`config.mk`:
```
export PLATFORM = sky130hd
export DESIGN_NAME = board_uart_tx
export DESIGN_NICKNAME = d
export VERILOG_FILES = /design/src/rtl/board_uart_tx.sv
export SDC_FILE = /design/constraint.sdc
export NUM_CORES = 1
export LEC_CHECK = 0
export ABC_AREA = 1
export CORE_MARGIN = 2
export CORE_UTILIZATION = 45
export CTS_CLUSTER_DIAMETER = 60
export DETAILED_ROUTE_END_ITERATION = 8
export GPL_ROUTABILITY_DRIVEN = 0
export PLACE_DENSITY = 0.71
export SLEW_MARGIN = 20
export SYNTH_ARGS = -nofsm -noshare
export SYNTH_HDL_FRONTEND = slang
export SYNTH_SLANG_ARGS = --single-unit
```
`constraint.sdc`:
```
create_clock -name clk -period 2.4 [get_ports clk]
set_input_delay 0.48 -clock clk [delete_from_list [all_inputs] [get_ports clk]]
set_output_delay 0.48 -clock clk [all_outputs]
set_load 0.005 [all_outputs]
```
`src/rtl/board_uart_tx.sv`:
```
// board_uart_tx
// Serialises a snapshot of the 64-square chess board plus the side-to-move
// bit into an 83-character ASCII diagram (8 ranks of 8 pieces + CR LF, then
// 'W'/'B' + CR LF) and sends it over a UART 8N1 line.
//
// Ports
//   clk    : system clock
//   reset  : synchronous, active-high reset
//   send   : one-cycle start request, only honoured while idle
//   board  : 64 x 4-bit piece codes, square n in board[4n+3:4n] (n=0 is a1)
//   turn   : side to move, 0 = white, 1 = black
//   tx     : UART line, idle high, LSB first, 1 start / 8 data / 1 stop
//   busy   : high for the whole message
//   done   : one-cycle pulse once the final stop bit has been sent
module board_uart_tx #(
    parameter int CLKS_PER_BIT = 10
) (
    input  logic         clk,
    input  logic         reset,
    input  logic         send,
    input  logic [255:0] board,
    input  logic         turn,
    output logic         tx,
    output logic         busy,
    output logic         done
);

    typedef enum logic [1:0] {
        IDLE,
        START,
        DATA,
        STOP
    } state_t;

    localparam logic [7:0] LAST_CLK  = 8'(CLKS_PER_BIT - 1);
    localparam logic [6:0] LAST_CHAR = 7'd82;

    state_t         state;
    logic [7:0]     clk_cnt;
    logic [2:0]     bit_idx;
    logic [6:0]     char_idx;
    logic [2:0]     rank;
    logic [3:0]     col;
    logic [1:0]     trailer;
    logic           in_trailer;
    logic [255:0]   snap_board;
    logic           snap_turn;

    logic [7:0]     cur_byte;
    logic [5:0]     square;
    logic [3:0]     nibble;
    logic [2:0]     next_bit;
    logic           bit_end;

    assign bit_end  = (clk_cnt == LAST_CLK);
    assign next_bit = bit_idx + 3'd1;
    assign square   = {rank, col[2:0]};
    assign nibble   = snap_board[{square, 2'b00} +: 4];

    // Character currently being sent, decoded straight from the snapshot.
    // Black pieces become lowercase by setting ASCII bit 5; empty and
    // reserved squares keep the same glyph whatever the colour bit says.
    always_comb begin
        cur_byte = 8'h3F;
        if (in_trailer) begin
            case (trailer)
                2'd0:    cur_byte = snap_turn ? 8'h42 : 8'h57;
                2'd1:    cur_byte = 8'h0D;
                default: cur_byte = 8'h0A;
            endcase
        end else if (col == 4'd8) begin
            cur_byte = 8'h0D;
        end else if (col == 4'd9) begin
            cur_byte = 8'h0A;
        end else begin
            case (nibble[2:0])
                3'd0:    cur_byte = 8'h2E;
                3'd1:    cur_byte = 8'h50;
                3'd2:    cur_byte = 8'h4E;
                3'd3:    cur_byte = 8'h42;
                3'd4:    cur_byte = 8'h52;
                3'd5:    cur_byte = 8'h51;
                3'd6:    cur_byte = 8'h4B;
                default: cur_byte = 8'h3F;
            endcase
            if (nibble[3] && (nibble[2:0] != 3'd0) && (nibble[2:0] != 3'd7)) begin
                cur_byte = cur_byte | 8'h20;
            end
        end
    end

    // Transmit sequencer. tx/busy/done are registered so each state's line
    // level appears on the same edge the state is entered; the next data bit
    // is therefore loaded one cycle-slot ahead from cur_byte.
    always_ff @(posedge clk) begin
        if (reset) begin
            state      <= IDLE;
            tx         <= 1'b1;
            busy       <= 1'b0;
            done       <= 1'b0;
            clk_cnt    <= 8'd0;
            bit_idx    <= 3'd0;
            char_idx   <= 7'd0;
            rank       <= 3'd0;
            col        <= 4'd0;
            trailer    <= 2'd0;
            in_trailer <= 1'b0;
            snap_board <= '0;
            snap_turn  <= 1'b0;
        end else begin
            done <= 1'b0;
            case (state)
                IDLE: begin
                    tx      <= 1'b1;
                    busy    <= 1'b0;
                    clk_cnt <= 8'd0;
                    if (send) begin
                        snap_board <= board;
                        snap_turn  <= turn;
                        char_idx   <= 7'd0;
                        rank       <= 3'd7;
                        col        <= 4'd0;
                        trailer    <= 2'd0;
                        in_trailer <= 1'b0;
                        bit_idx    <= 3'd0;
                        tx         <= 1'b0;
                        busy       <= 1'b1;
                        state      <= START;
                    end
                end
                START: begin
                    if (bit_end) begin
                        clk_cnt <= 8'd0;
                        bit_idx <= 3'd0;
                        tx      <= cur_byte[0];
                        state   <= DATA;
                    end else begin
                        clk_cnt <= clk_cnt + 8'd1;
                    end
                end
                DATA: begin
                    if (bit_end) begin
                        clk_cnt <= 8'd0;
                        if (bit_idx == 3'd7) begin
                            tx    <= 1'b1;
                            state <= STOP;
                        end else begin
                            bit_idx <= next_bit;
                            tx      <= cur_byte[next_bit];
                        end
                    end else begin
                        clk_cnt <= clk_cnt + 8'd1;
                    end
                end
                STOP: begin
                    if (bit_end) begin
                        clk_cnt <= 8'd0;
                        if (char_idx == LAST_CHAR) begin
                            tx    <= 1'b1;
                            busy  <= 1'b0;
                            done  <= 1'b1;
                            state <= IDLE;
                        end else begin
                            // Walk files a..h then CR, LF; after rank 1's LF
                            // switch to the turn/CR/LF trailer.
                            char_idx <= char_idx + 7'd1;
                            tx       <= 1'b0;
                            state    <= START;
                            if (in_trailer) begin
                                trailer <= trailer + 2'd1;
                            end else if (col == 4'd9) begin
                                col <= 4'd0;
                                if (rank == 3'd0) begin
                                    in_trailer <= 1'b1;
                                    trailer    <= 2'd0;
                                end else begin
                                    rank <= rank - 3'd1;
                                end
                            end else begin
                                col <= col + 4'd1;
                            end
                        end
                    end else begin
                        clk_cnt <= clk_cnt + 8'd1;
                    end
                end
                default: begin
                    state <= IDLE;
                    tx    <= 1'b1;
                    busy  <= 1'b0;
                end
            endcase
        end
    end

endmodule

```
# After elaboration in Yosys (flattened, before gate mapping)
# Cells that the tools add are included.
# word_totals
regBits	290
output_inout_bits	3
# op_classes
addsub	6
n_lt_le_gt_ge	1
eq_ne	29
n_shift	1
mux	65
bitwise_logic	2
reduce_logical	20
# op_table
cell	n
variable part select 256 x 9 -> 4 bit	1
one-hot mux 7 bit (7 select lines)	1
two-way mux 7 bit	5
two-way mux 3 bit	10
one-hot mux 7 bit (2 select lines)	2
two-way mux 2 bit	11
!= test 2 bit, second input constant	11
two-way mux 4 bit	5
two-way mux 1 bit	17
two-way mux 8 bit	2
one-hot mux 8 bit (2 select lines)	1
AND reduction 5 bit	3
equality test 3 bit, second input constant	4
!= test 3 bit, second input constant	3
one-hot mux 3 bit (3 select lines)	1
adder 8 x 1 -> 8 bit, second input constant	1
equality test 4 bit, second input constant	2
equality test 8 x 4 -> 1 bit, second input constant	1
one-hot mux 2 bit (4 select lines)	1
one-hot mux 4 bit (2 select lines)	1
adder 7 x 1 -> 7 bit, second input constant	1
equality test 7 bit, second input constant	1
AND reduction 7 bit	1
equality test 3 x 2 -> 1 bit, second input constant	2
26 further kinds	36

# Logic depth before layout (Yosys ltp)
# Gate-level depths: netlist (run 1).
# logic_depth
word_depth	13
mapped_depth	23
ltp_nobuf	21

# Worst setup path after synthesis (run 1)
# Ideal clock, no wire load.
# synth_path
path_kind	reg2reg
startpoint	register col[0]
endpoint	register tx
setup_ns	0.113
t_arrival_ns	1.880
slack_ns	0.407
path_stages_with_launch	22
n_path_buf	3
synth_period_minus_slack_ns	1.993
cell_sequence	dfxtp_1 buf_6 inv_4 buf_6 buf_6 nand2_1 nand3_1 nand3_1 nand2_1 nand2_1 nand3_1 nand3_1 nand2_2 nand3_1 nand3_1 nand2_1 a21oi_1 nand2_1 nand3_1 nand2_1 nand2_1 nand2_1
# synth_via
elab_chain_cells	13
elab_cells_between_ends	25
# synth_rtl
element	line_no	rtl
from (decl)	43	logic [3:0] col;
from (signal assigned)	180	col <= col + 4'd1;
branches (longest 6 deep; another with variable part select 256 x 9 -> 4 bit)	n/a	
two-way mux 7 bit (*)	71	end else if (col == 4'd8) begin
two-way mux 8 bit (*)	65	if (in_trailer) begin
binary-select mux 1 bit (select 3 bit)	149	tx <= cur_byte[next_bit];
two-way mux 1 bit (not written as such)	149	
two-way mux 1 bit	144	if (bit_idx == 3'd7) begin
two-way mux 1 bit	142	if (bit_end) begin
one-hot mux 1 bit (4 select lines) (*)	112	case (state)
to (signal assigned)	135	tx <= cur_byte[0];
to (signal assigned)	149	
to (decl)	23	output logic tx,
# Every way passes the cells marked *. The select of a mux whose other input is x is not followed.
# A chain may end at the register's enable or synchronous reset.

# Final worst setup path (run 1)
# Ends and elaborated chain as after synthesis.

==> flow_summary_export.csv, run 1 <==
group,metric,value,unit
status,outcome,"finished, violations left",
status,violations,"setup timing",
layout,layout_commonest_cell,"nor2_1",
routing,drc,0,
floorplan,die-area,30900,um^2
floorplan,core,28900,um^2
layout,drive_gt1_share,7.29,%
timing,setup_viol,1,
layout,final_cell_mix,"nor2_1, o21ai_0, nand2_1",
grt,grt_pass1_wl,65000,um
setup_path,worstPathCellList,"buf_12 -> clkbuf_16 -> nand2_1 -> nand3_1 -> nand3_1 -> nand2_2 -> nand2_2 -> nand3_1 -> nand3_1 -> nand2_2 -> inv_2 -> a21oi_1 -> nand2_1 -> nand2_1 -> nand2_1 -> nand3_1 -> nand2_1 -> nand3_1 -> nand2_1 -> nand2_1 -> nand2_1",
power_and_ir_drop,powerDensity,1150,nW/um^2
routing,drt_iter0_drc,1080,
place,placed_area,16300,um^2
routing,via_per_inst,5.30,
floorplan,core.rowCount,62,
layout,syn2layout_area_growth,34.8,%
routing,dr.pass1.iters,6,
worst_hold_path,hold_depth,2,
grt,grt_pass1_vias,12892,
logic_synthesis,avgSynthCellArea,6.79,um^2
grt,grt_max_degree,98,
setup_path,path_common_cell,"nand2_1",
setup_path,critPathArrivalTime,2.85,ns
setup_path,path_delay_family,"simple AND/OR/NAND/NOR gates",
setup_path,cpMaxStageDelayCell,"dfxtp_4",
grt,grt-busiest-layer,"met2",
grt,grt.met3_usage,5.76,%
logic_synthesis,synth_area,13300,um^2
grt,met1_usage,33.2,%
logic_synthesis,synth-seq-cells,290,
setup_path,criticalPathCategory,"reg -> reg",
place,dp_slack,-0.00815,ns
setup_path,crit_required,2.80,ns
grt,met2_usage,42.6,%
setup_path,cp-end-kind,"flip-flop",
setup_path,rr_startpoint,"col[0]$_SDFFE_PP0P_",
routing,vias,13677,
floorplan,start_util,46.0,%
routing,wl_per_cell,16.3,um
timing,slew_viol_final,0,
logic_synthesis,yosysUniqueCellTypes,36,
setup_path,r2r_end,"tx$_SDFFE_PP1P_",
setup_path,cp_num_buf_inv,3,
cts,clk_pin_slew_worst_paths,0.06,ns
logic_synthesis,ys_seq_area_share,43.7,%
timing,finalHoldViolCount,0,
setup_path,cp.depth,21,
cts,clkLatencyLatePin,0.51,ns
timing,fin_crit,2.45,ns
setup_path,max_stage_delay,0.43,ns
timing,fin_skew,0.0122,ns
power_and_ir_drop,ir_drop,599,uV
timing,rsz0062_at_grt,"yes",
grt,grt-ovfl-total,0,
cts,cts_max_path_buffers,3,
worst_hold_path,hold_path_class,"reg -> reg",
setup_path,rr_worst_depth,21,
floorplan,pin_count,263,
layout,fillers,2622,
cts,cts_root_buf,"clkbuf_16",
setup_path,rrSetupSlack,-0.05,ns
cts,cts_buffers,34,
setup_path,cp_max_fo,12,
layout,finish.instance_area,17900,um^2
timing,max_slew.worst_pin.slew,0.489,ns
cts,cts_tree,"built",
logic_synthesis,synth_cells,1955,
worst_hold_path,min_from,"snap_board[195]$_SDFFE_PP0P_",
layout,fin_util,62.0,%
power_and_ir_drop,p_leak,7.20,nW
grt,grt_antenna_before_repair,6,
flow_run,max-cap-violations,0,
timing,finalWorstSetupSlack,-0.0456,ns
timing,fmax,0.409,GHz
cts,hold_buffers,0,
place,portBuffers,262,
timing,period_share,102,%
grt,grtUsageTotal,26.0,%
logic_synthesis,yosys_warnings,0,
routing,antenna_left,0,
routing,wl,42100,um
setup_path,start_kind,"flip-flop",
cts,cts_max_level,2,
timing,fin_tns_setup,-0.0456,ns
logic_synthesis,syn_nets,2233,
cts,clock_sink_count,290,
timing,max_slew_margin,67.1,%
layout,final_nets,2448,
floorplan,die_w,176,um
floorplan,die_h,176,um
worst_hold_path,min_to,"snap_board[195]$_SDFFE_PP0P_",
place,hpwl,28500,um
## metrics by stage
step / hold slack [ns] / power [W] / std cells
after global placement: 0.433 / 0.0143 / 2508
after detailed placement: 0.438 / 0.0145 / 2508
final: 0.447 / 0.0206 / 2582
after CTS: 0.448 / 0.0200 / 2569
after global routing: 0.465 / 0.0219 / 2580
after floorplan: 0.420 / 0.0120 / 1955
## cell families (layout without fill, tap and decap cells)
| family | after synthesis | in the layout | share of synthesized area (%) |
|---|---|---|---|
| XOR/XNOR | 2 | 2 | 0.132 |
| AO/OA/AOI/OAI | 410 | 410 | 15.9 |
| adder cells (fa/ha/maj) | 18 | 18 | 1.70 |
| flip-flops | 290 | 290 | 43.7 |
| buffers and inverters | 240 | 479 | 7.88 |
| other | 0 | 4 | 0 |
| AND/OR/NAND/NOR | 995 | 995 | 30.6 |
## synthesized netlist by cell type (all sizes together)
library cell / number / area share, %
o2111ai: 1 / 0.066
o31ai: 1 / 0.057
nor2: 456 / 13
nand3: 211 / 8.0
clkbuf: 90 / 2.5
o211ai: 9 / 0.51
nand3b: 3 / 0.17
nand2: 301 / 8.5
buf: 51 / 2.5
xor2: 2 / 0.13
a31oi: 4 / 0.19
ha: 18 / 1.7
clkinv: 2 / 0.057
a211oi: 4 / 0.23
o211a: 1 / 0.075
a21oi: 91 / 3.4
o21bai: 1 / 0.057
o21ai: 296 / 11
nor3b: 4 / 0.23
o221a: 1 / 0.085
dfxtp: 290 / 44
or2: 1 / 0.047
inv: 97 / 2.8
nor3: 15 / 0.57
a311oi: 1 / 0.066
and3: 1 / 0.047
nor4: 1 / 0.047
nand4: 2 / 0.094
## area by class of cell
class	instances	area [um^2]	area share, %
clock buffers	51	1060	5.91
clock inverters	9	135	0.755
repair buffers	320	3420	19.1
well taps	384	480	2.68
diodes	4	10.0	0.0559
inverters	99	389	2.17
flip-flops and latches	290	5810	32.5
multi-input cells	1425	6590	36.8
## power breakdown
part	switching (W)	leakage, nW	internal, W
Clock	0.00202	0.581	0.00338
Sequential	0.000658	2.40	0.00598
Combinational	0.00528	4.22	0.00326
Total	0.00796	7.20	0.0126
## sequential cells by signal, summed over array words and instances (netlist names)
| signal | count |
|---|---|
| bit_idx | 3 |
| busy | 1 |
| char_idx | 7 |
| clk_cnt | 8 |
| col | 4 |
| done | 1 |
| in_trailer | 1 |
| rank | 3 |
| snap_board | 256 |
| snap_turn | 1 |
| state | 2 |
| trailer | 2 |
| tx | 1 |
## worst register-to-register path: stages (launching register included)
cell and delay, ns:
dfxtp_4 0.43, buf_12 0.17, clkbuf_16 0.18, nand2_1 0.06
nand3_1 0.08, nand3_1 0.10, nand2_2 0.10, nand2_2 0.07
nand3_1 0.10, nand3_1 0.10, nand2_2 0.13, inv_2 0.07
a21oi_1 0.17, nand2_1 0.09, nand2_1 0.08, nand2_1 0.07
nand3_1 0.08, nand2_1 0.05, nand3_1 0.07, nand2_1 0.05
nand2_1 0.05, nand2_1 0.04
## how the worst max path moves through the flow
stage / from / to / slack [ns]
after detailed placement: col[0]$_SDFFE_PP0P_ / tx$_SDFFE_PP1P_ / -0.008
after global placement: col[0]$_SDFFE_PP0P_ / tx$_SDFFE_PP1P_ / 0.08
final: col[0]$_SDFFE_PP0P_ / tx$_SDFFE_PP1P_ / -0.05
after global routing: col[0]$_SDFFE_PP0P_ / tx$_SDFFE_PP1P_ / -0.14
after CTS: col[0]$_SDFFE_PP0P_ / tx$_SDFFE_PP1P_ / 0.003
after floorplan: col[0]$_SDFFE_PP0P_ / tx$_SDFFE_PP1P_ / 0.41
## timing repair
action / 4_1_cts / 5_1_grt
cloned: 1 / 6
pin swaps: 0 / 11
buffers inserted: 0 / 3
endpoints found under the setup margin: 1 / 6
gates resized for setup: 4 / 46
## routing by layer
layer | wire length [um] | part of all wire [%]
met1 | 17800 | 42
met2 | 19100 | 45
met3 | 3590 | 8.5
met4 | 1560 | 3.7
met5 | 22 | 0.052
(Power assumes the default switching activity.)
==> inputs of run 2 (changes only) <==
--- a/config.mk
+++ b/config.mk
@@ -6,6 +6,7 @@
 export NUM_CORES = 1
 export LEC_CHECK = 0
 export ABC_AREA = 1
+export CAP_MARGIN = 20
 export CORE_MARGIN = 2
 export CORE_UTILIZATION = 45
 export CTS_CLUSTER_DIAMETER = 60
==> results of run 2 <==
The final DEF is identical to that of run 1; final timing and power are the same.
==> inputs of run 3 (changes only) <==
--- a/config.mk
+++ b/config.mk
@@ -7,12 +7,14 @@
 export LEC_CHECK = 0
 export ABC_AREA = 1
 export CAP_MARGIN = 20
+export CELL_PAD_IN_SITES_DETAIL_PLACEMENT = 0
+export CELL_PAD_IN_SITES_GLOBAL_PLACEMENT = 1
 export CORE_MARGIN = 2
-export CORE_UTILIZATION = 45
+export CORE_UTILIZATION = 37
 export CTS_CLUSTER_DIAMETER = 60
 export DETAILED_ROUTE_END_ITERATION = 8
 export GPL_ROUTABILITY_DRIVEN = 0
-export PLACE_DENSITY = 0.71
+export PLACE_DENSITY_LB_ADDON = 0.1
 export SLEW_MARGIN = 20
 export SYNTH_ARGS = -nofsm -noshare
 export SYNTH_HDL_FRONTEND = slang
==> flow_summary_export.csv, run 3 (synthesized netlist as in run 1, its figures left out) <==
group,metric,value,unit
status,outcome,"finished clean",
grt,grt_max_degree,75,
grt,grt_pass1_wl,68800,um
cts,cts_tree,"built",
routing,dr.pass1.iters,5,
cts,cts_root_buf,"clkbuf_16",
layout,largest_reg_flops,256,
cts,cts_max_path_buffers,3,
routing,antenna_left,0,
cts,hold_buffers,0,
setup_path,worstPathCellList,"buf_12 -> buf_12 -> nand2_1 -> nand3_1 -> nand3_1 -> nand2_1 -> nand2_1 -> nand3_2 -> nand3_2 -> nand2_2 -> inv_2 -> o21bai_1 -> nand3_1 -> nand2_1 -> nand2_1 -> nand2_1 -> nand3_1 -> nand3_1 -> nand2_1 -> nand2_1 -> nand2_1",
setup_path,start_kind,"flip-flop",
worst_hold_path,hold_depth,2,
routing,wl,43900,um
floorplan,pin_count,263,
timing,finalHoldViolCount,0,
setup_path,path_common_cell,"nand2_1",
worst_hold_path,hold_path_class,"reg -> reg",
power_and_ir_drop,powerDensity,1140,nW/um^2
setup_path,criticalPathCategory,"reg -> reg",
cts,clock_sink_count,290,
floorplan,core,35500,um^2
power_and_ir_drop,p_leak,7.27,nW
timing,max_slew_margin,65.6,%
place,dp_slack,-0.0599,ns
cts,clk_pin_slew_worst_paths,0.06,ns
setup_path,critPathArrivalTime,2.75,ns
layout,final_nets,2459,
setup_path,cpMaxStageDelayCell,"dfxtp_4",
floorplan,die_w,193,um
layout,reg.largest.list,"snap_board: 256 flops, clk_cnt: 8 flops, char_idx: 7 flops",
setup_path,rr_worst_depth,21,
power_and_ir_drop,ir_drop,511,uV
floorplan,die_h,193,um
grt,grt-ovfl-total,0,
cts,cts_buffers,35,
layout,final_cell_mix,"nor2_1, nand2_1, o21ai_0",
timing,max_slew.worst_pin.slew,0.513,ns
cts,cts_max_level,2,
timing,rsz0062_at_grt,"yes",
layout,top_register,"snap_board",
setup_path,cp_max_fo,10,
floorplan,die-area,37400,um^2
routing,via_per_inst,4.98,
routing,drt_iter0_drc,843,
grt,grt_pass1_vias,12750,
routing,vias,13293,
layout,area.sequential,5810,um^2
setup_path,rrSetupSlack,0.05,ns
routing,drc,0,
layout,layout_commonest_cell,"nor2_1",
timing,finalWorstSetupSlack,0.0520,ns
timing,fin_crit,2.35,ns
layout,multi_input_area,6530,um^2
worst_hold_path,min_from,"snap_board[67]$_SDFFE_PP0P_",
timing,period_share,97.8,%
setup_path,rr_startpoint,"col[0]$_SDFFE_PP0P_",
layout,fillers,3574,
timing,fin_skew,0.00809,ns
setup_path,r2r_end,"tx$_SDFFE_PP1P_",
floorplan,core.rowCount,69,
timing,fin_tns_setup,0,ns
setup_path,max_stage_delay,0.43,ns
grt,grt_antenna_before_repair,7,
floorplan,start_util,37.4,%
timing,finalHoldWorstSlack,0.447,ns
setup_path,cp-end-kind,"flip-flop",
routing,wl_per_cell,16.5,um
setup_path,cp_num_buf_inv,3,
place,portBuffers,262,
flow_run,max-cap-violations,0,
timing,slew_viol_final,0,
cts,clkLatencyLatePin,0.51,ns
setup_path,crit_required,2.80,ns
setup_path,path_delay_family,"simple AND/OR/NAND/NOR gates",
layout,syn2layout_area_growth,36.3,%
layout,drive_gt1_share,7.62,%
timing,fmax,0.426,GHz
timing,setup_viol,0,
grt,grtUsageTotal,22.7,%
place,hpwl,31100,um
worst_hold_path,min_to,"snap_board[67]$_SDFFE_PP0P_",
[run 3: final cells by class]
cell class	instances	area share, %
clock inverter	12	0.781
timing repair buffer	330	19.7
tap	461	3.19
sequential	290	32.1
inverter	99	2.15
antenna	2	0.0276
multi-input combinational	1425	36.1
clock buffer	49	5.92
[run 3: worst max-delay path by stage]
stage / start / to / slack, ns / depth (start not counted)
floorplan: col[0]$_SDFFE_PP0P_ / tx$_SDFFE_PP1P_ / 0.41 / 21
global placement: col[0]$_SDFFE_PP0P_ / tx$_SDFFE_PP1P_ / 0.01 / 22
detailed placement: col[0]$_SDFFE_PP0P_ / tx$_SDFFE_PP1P_ / -0.06 / 21
CTS: col[0]$_SDFFE_PP0P_ / tx$_SDFFE_PP1P_ / 0.001 / 21
global route: col[0]$_SDFFE_PP0P_ / tx$_SDFFE_PP1P_ / -0.12 / 22
finish: col[0]$_SDFFE_PP0P_ / tx$_SDFFE_PP1P_ / 0.05 / 21
[run 3: repair_timing]
item / CTS / global route
pin swaps: 0 / 11
gates cloned: 0 / 5
resized for setup: 3 / 36
setup buffers: 1 / 3
setup endpoints to repair: 1 / 2
[run 3: per-layer routing]
metal  part of all wire [%]  vias up  track usage (%)  wire length, um
met5                  0.080        -                0               35
met4                    2.2        6             5.37              957
met3                    5.9       62             4.20             2580
met2                     45      351             36.6            19700
met1                     47     6041             31.3            20700
li1                       -     6833                -                -
[run 3: power by group]
group	internal [W]	switching [W]
Clock	0.00343	0.00207
Sequential	0.00598	0.000645
Combinational	0.00338	0.00518
[run 3: worst min-delay path, cell delays in order, from the launching register on]
cell	delay, ns
dfxtp_1	0.31
inv_1	0.05
a21oi_1	0.05
[run 3: stage by stage]
| stage | util, % | cell area, um^2 | instances | total power (W) |
|---|---|---|---|---|
| 2_1_floorplan | - | 13300 | 1955 | 0.0120 |
| 3_3_place_gp | 46.7 | 16600 | 2596 | 0.0148 |
| 3_5_place_dp | 46.7 | 16600 | 2596 | 0.0149 |
| 4_1_cts | 50.2 | 17800 | 2658 | 0.0205 |
| 5_1_grt | 51.0 | 18100 | 2667 | 0.0222 |
| 6_report | 51.0 | 18100 | 2668 | 0.0207 |
